--- src/rtl/solution_unpacker.sv ---
// solution_unpacker: rebuilds an m x n solution bitmap from the UART byte stream.
// Frame = header {m[7:4], n[3:0]} followed by ceil(m*n/8) payload bytes, LSB-first.
// Optional feature: define UNPACK_TIMEOUT_EN to abort a frame after TIMEOUT_CYCLES
// idle cycles in PAYLOAD.
module solution_unpacker #(
  parameter int unsigned MAX_ROWS       = 11,
  parameter int unsigned MAX_COLS       = 11,
  parameter int unsigned TIMEOUT_CYCLES = 1_000_000
) (
  input  logic                           clk_100mhz,
  input  logic                           rst,
  input  logic                           valid_in,
  input  logic [7:0]                     byte_in,
  output logic [$clog2(MAX_ROWS)-1:0]    m_out,
  output logic [$clog2(MAX_COLS)-1:0]    n_out,
  output logic [MAX_ROWS*MAX_COLS-1:0]   solution,
  output logic                           valid_out,
  output logic                           busy,
  output logic                           error
);

  localparam int unsigned Cells = MAX_ROWS * MAX_COLS;
  localparam int unsigned MW    = $clog2(MAX_ROWS);
  localparam int unsigned NW    = $clog2(MAX_COLS);
  localparam int unsigned TW    = $clog2(Cells + 8);

  typedef enum logic [0:0] {StHeader, StPayload} state_e;

  state_e           state_q, state_d;
  logic [MW-1:0]    m_q, m_d;
  logic [NW-1:0]    n_q, n_d;
  logic [TW-1:0]    total_q, total_d;
  logic [TW-1:0]    pbytes_q, pbytes_d;
  logic [TW-1:0]    bit_idx_q, bit_idx_d;
  logic [TW-1:0]    byte_cnt_q, byte_cnt_d;
  logic [Cells-1:0] shadow_q, shadow_d;
  logic [Cells-1:0] solution_q, solution_d;
  logic [MW-1:0]    m_out_q, m_out_d;
  logic [NW-1:0]    n_out_q, n_out_d;
  logic             valid_out_q, valid_out_d;
  logic             error_q, error_d;
  logic [3:0]       hdr_m, hdr_n;
  int unsigned      hdr_cells;
  int unsigned      idx;

`ifdef UNPACK_TIMEOUT_EN
  localparam int unsigned IW = $clog2(TIMEOUT_CYCLES + 1);
  logic [IW-1:0] idle_q, idle_d;
`else
  logic unused_timeout;
  assign unused_timeout = ^TIMEOUT_CYCLES;
`endif

  assign hdr_m     = byte_in[7:4];
  assign hdr_n     = byte_in[3:0];
  assign hdr_cells = 32'(hdr_m) * 32'(hdr_n);

  // Next-state logic: header decode, payload bit scatter and frame completion.
  always_comb begin
    state_d     = state_q;
    m_d         = m_q;
    n_d         = n_q;
    total_d     = total_q;
    pbytes_d    = pbytes_q;
    bit_idx_d   = bit_idx_q;
    byte_cnt_d  = byte_cnt_q;
    shadow_d    = shadow_q;
    solution_d  = solution_q;
    m_out_d     = m_out_q;
    n_out_d     = n_out_q;
    valid_out_d = 1'b0;
    error_d     = 1'b0;
    idx         = 0;
`ifdef UNPACK_TIMEOUT_EN
    idle_d      = '0;
`endif
    unique case (state_q)
      StHeader: begin
        if (valid_in) begin
          if (hdr_m >= 4'd1 && 32'(hdr_m) <= MAX_ROWS &&
              hdr_n >= 4'd1 && 32'(hdr_n) <= MAX_COLS) begin
            m_d        = MW'(hdr_m);
            n_d        = NW'(hdr_n);
            total_d    = TW'(hdr_cells);
            pbytes_d   = TW'((hdr_cells + 7) >> 3);
            shadow_d   = '0;
            bit_idx_d  = '0;
            byte_cnt_d = '0;
            state_d    = StPayload;
          end else begin
            error_d = 1'b1;
          end
        end
      end
      StPayload: begin
        if (valid_in) begin
          // Bits landing at or past total are dropped so unused cells stay 0.
          for (int j = 0; j < 8; j++) begin
            idx = 32'(bit_idx_q) + 32'(j);
            if (idx < 32'(total_q)) shadow_d[idx] = byte_in[j];
          end
          bit_idx_d  = bit_idx_q + TW'(8);
          byte_cnt_d = byte_cnt_q + TW'(1);
          if (byte_cnt_q + TW'(1) == pbytes_q) begin
            solution_d  = shadow_d;
            m_out_d     = m_q;
            n_out_d     = n_q;
            valid_out_d = 1'b1;
            state_d     = StHeader;
          end
        end
`ifdef UNPACK_TIMEOUT_EN
        else if (32'(idle_q) == TIMEOUT_CYCLES - 1) begin
          error_d = 1'b1;
          state_d = StHeader;
        end else begin
          idle_d = idle_q + IW'(1);
        end
`endif
      end
      default: state_d = StHeader;
    endcase
  end

  // State and output registers with synchronous active-high reset.
  always_ff @(posedge clk_100mhz) begin
    if (rst) begin
      state_q     <= StHeader;
      m_q         <= '0;
      n_q         <= '0;
      total_q     <= '0;
      pbytes_q    <= '0;
      bit_idx_q   <= '0;
      byte_cnt_q  <= '0;
      shadow_q    <= '0;
      solution_q  <= '0;
      m_out_q     <= '0;
      n_out_q     <= '0;
      valid_out_q <= 1'b0;
      error_q     <= 1'b0;
`ifdef UNPACK_TIMEOUT_EN
      idle_q      <= '0;
`endif
    end else begin
      state_q     <= state_d;
      m_q         <= m_d;
      n_q         <= n_d;
      total_q     <= total_d;
      pbytes_q    <= pbytes_d;
      bit_idx_q   <= bit_idx_d;
      byte_cnt_q  <= byte_cnt_d;
      shadow_q    <= shadow_d;
      solution_q  <= solution_d;
      m_out_q     <= m_out_d;
      n_out_q     <= n_out_d;
      valid_out_q <= valid_out_d;
      error_q     <= error_d;
`ifdef UNPACK_TIMEOUT_EN
      idle_q      <= idle_d;
`endif
    end
  end

  assign m_out     = m_out_q;
  assign n_out     = n_out_q;
  assign solution  = solution_q;
  assign valid_out = valid_out_q;
  assign error     = error_q;
  assign busy      = (state_q == StPayload);

endmodule

--- config.mk ---
export PLATFORM = sky130hd
export DESIGN_NAME = solution_unpacker
export DESIGN_NICKNAME = d
export VERILOG_FILES = /design/src/rtl/solution_unpacker.sv
export SDC_FILE = /design/constraint.sdc
export NUM_CORES = 1
export LEC_CHECK = 0
export BUFFER_PORTS_ARGS = -buffer_cell sky130_fd_sc_hd__buf_2
export CORE_MARGIN = 2
export CORE_UTILIZATION = 35
export DETAILED_ROUTE_END_ITERATION = 6
export PLACE_DENSITY = 0.63
export SLEW_MARGIN = 20
export SYNTH_ARGS = -nofsm -noshare
export SYNTH_HDL_FRONTEND = slang
export SYNTH_SLANG_ARGS = --single-unit
--- constraint.sdc ---
create_clock -name clk_100mhz -period 7.7 [get_ports clk_100mhz]
set_clock_uncertainty 0.05 [all_clocks]
set_input_delay 1.54 -clock clk_100mhz [delete_from_list [all_inputs] [get_ports clk_100mhz]]
set_output_delay 1.54 -clock clk_100mhz [all_outputs]
set_load 0.02 [all_outputs]
==> metrics <==
outcome=finished with violations; failing checks=DRC; CTS Buf Count=31; Sum Neg Setup Slack=0 ps; HP Class=flop to flop; GR Overflow Total=0; Routed Antenna Nets=0; Post-Route Utilization=0.410; most common cell after layout, fill and taps aside=dfxtp_1; worst-path cell chain=buf_2 > nand2_1 > fa_1 > fa_1 > inv_1 > ha_1 > a211oi_1 > nor2_1 > xor2_1 > and3_1 > xnor2_1 > a211oi_1; largest net degree at the start of global routing=74; Die ar.=37,800 sq um; Synth area leader=dfxtp_1; fin crit share=0.579; Slew @ Worst Pin=approximately 1100 ps; Slowest-stage cell, CP=fa_1; power per cell area=approximately 240 nW/um^2; Mapped Cells=1,319; slowest stage delay, CP=610 ps; number of H-tree levels=1; Avg Inst Size Synth=9.62 sq um; layout cells sized above 1=0.175; core area=35,700 sq um; met3 usage=0.0269; CTS tree=yes; hold buffers post-CTS=0; startpoint class of the critical path=primary input; initial antenna violation count=0; ant diodes=0; Final Max Tran Viols=0; syn nets=1,365; #FFs+latches synth=288; Routability Congestion=approximately 0.83; clk_lat worst skew=~580 ps; drt total wl=36.1 mm; area delta synth->final=15.2%; initial core utilization=0.356; Synth top area share=0.455; Final #Nets=around 1.5k; GR peak layer=met2; sequential fraction of the synthesis area=0.455; leak pwr=about 5.7 nW; most frequent cells in the layout=288 x dfxtp_1, 166 x nand2_1, 142 x buf_2; final setup fails=0; Final HPWL DP=23.3 mm; Clock Path Buffers=3; Synth cell types=62; Rel. slew slack=0.261; Crit Path Class=primary input to flop; via count=10.0k; mapped cell area=12,700 sq um; Final Cell Area=14,600 sq um; All-Layer GR Usage=0.186; fmax=224 MHz; row cnt=69; top post-synthesis cells by area=dfxtp_1 45%, mux2i_1 9.5%, o2bb2ai_1 8.4%; Crit. End Element=flop; number of global-route vias before repair=9,732; Worst Path Max Fanout=21; Placement Cell Area=13,500 sq um; crit path DAT=4900 ps; Iteration-0 DRC Markers=808; Pre-antenna DRT Iters=7; Post-synth EDFFs=0; met1 usage=0.259; post-CTS setup buffers=0; GR met2 Demand/Resource=0.304; CP required=8140 ps; min cycle time layout=about 4500 ps; DR WL/cell=19.1 um; Ports=143; clock-pin slew on the worst setup and hold paths=60 ps; Clock Sinks=288; CTS Root Buffer Type=clkbuf_16; RSZ-0062 raised after global routing=false; Max VDD drop=roughly 0.17 mV; asr flop ratio synth=0; Max Cap Viol=0; Post-CTS Resized=0; Synth warnings=0; port buffer count=142; # DRC=5; ys flop type=dfxtp_1; vias per cell=roughly 5.3; Die Wd=roughly 200 um; first-pass GRT wire length=56.1 mm; final hold vios=0; die outline height=a little under 200 um
[registers in the layout, summed over array words and instances, names as in the netlist]
register    count
total_q         8
bit_idx_q       5
n_out           4
error           1
m_out           4
solution      121
shadow_q      121
byte_cnt_q      8
busy            1
m_q             4
pbytes_q        6
valid_out       1
n_q             4
[cell families (layout without fill, tap and decap cells)]
kind of cell | after synthesis | after routing | share of synthesized area
muxes | 122 | 122 | 0.0964
AOI/OAI and AO/OA | 389 | 389 | 0.220
xor gates and xnor gates | 16 | 16 | 0.0110
and+or+nand+nor | 347 | 347 | 0.134
adders and majority gates | 35 | 35 | 0.0369
buffers and inverters | 122 | 230 | 0.0473
DFF | 288 | 288 | 0.455
[critical path, delay by kind of cell]
family                     cells  cell delay [ps]
AOI/OAI and AO/OA              2              510
xor gates and xnor gates       2              360
adders and majority gates      3             1420
buffers and inverters          2              550
and+or+nand+nor                3              510
[synth_stat cells, types with 3 or more instances]
cell type  count
a21oi_1       29
dfxtp_1      288
nand2b_1       4
a22o_1        40
nor2_1        79
xor2_1         9
nand4_1        4
a211oi_1       7
a32o_1        16
a31oi_1        4
and2_1        22
a21o_1         7
inv_1         20
nor3_2         4
buf_2         36
buf_6          6
o21ai_1       46
clkbuf_1      44
buf_4         11
nor3_1         9
o21ai_0      101
buf_1          3
mux2i_1      121
fa_1           4
o2bb2ai_1    121
xnor2_1        7
nor2_4        22
nor4_1         3
nand3_1        7
ha_1          31
and3_1        10
nand2_1      168
[routing by layer]
layer  routed length (um)  vias to the layer above
met4                  650                        0
met5                    0                        -
met2                16600                      259
li1                     -                     4902
met1                17000                     4792
met3                 1900                       48
[layout make-up]
class                      count  area, sq um
fill                        3483        21000
multi-input combinational    909         6330
sequential                   288         5770
clock buffer                  44          895
timing repair buffer         153          793
tap                          461          577
clock inverter                12          171
inverter                      21         78.8
[path summary, 6_finish.rpt]
check | from | endpoint | slack, ps | cells past startpoint
worst min-delay path | shadow_q[94]$_SDFFE_PP0P_ | shadow_q[94]$_SDFFE_PP0P_ | 400 | 2
worst min register to register | shadow_q[94]$_SDFFE_PP0P_ | shadow_q[94]$_SDFFE_PP0P_ | 400 | 2
worst max register to register | bit_idx_q[6]$_SDFFE_PP0P_ | solution[42]$_SDFFE_PP0P_ | 4250 | 7
worst max-delay path | byte_in[5] | pbytes_q[4]$_SDFFE_PP0P_ | 3240 | 12
[metrics by stage]
stage / worst slack [ps] / power, mW / hold slack [ps] / cells
global placement: 2770 / 1.92 / 383 / 1832
floorplan: 3190 / 1.83 / 374 / 1319
detailed placement: 2650 / 1.93 / 391 / 1832
CTS: 3260 / 3.49 / 399 / 1888
global route: 3040 / 3.59 / 423 / 1888
finish: 3240 / 3.47 / 397 / 1888
[power by group]
part           leakage, nW  internal, mW  total (mW)  switching (mW)
registers             2.32          1.50        1.51          0.0101
logic                 2.80        0.0984       0.390           0.292
clock network        0.528         0.938        1.57           0.629
total                 5.65          2.54        3.47           0.932
Power figures use the tool's default switching activity.
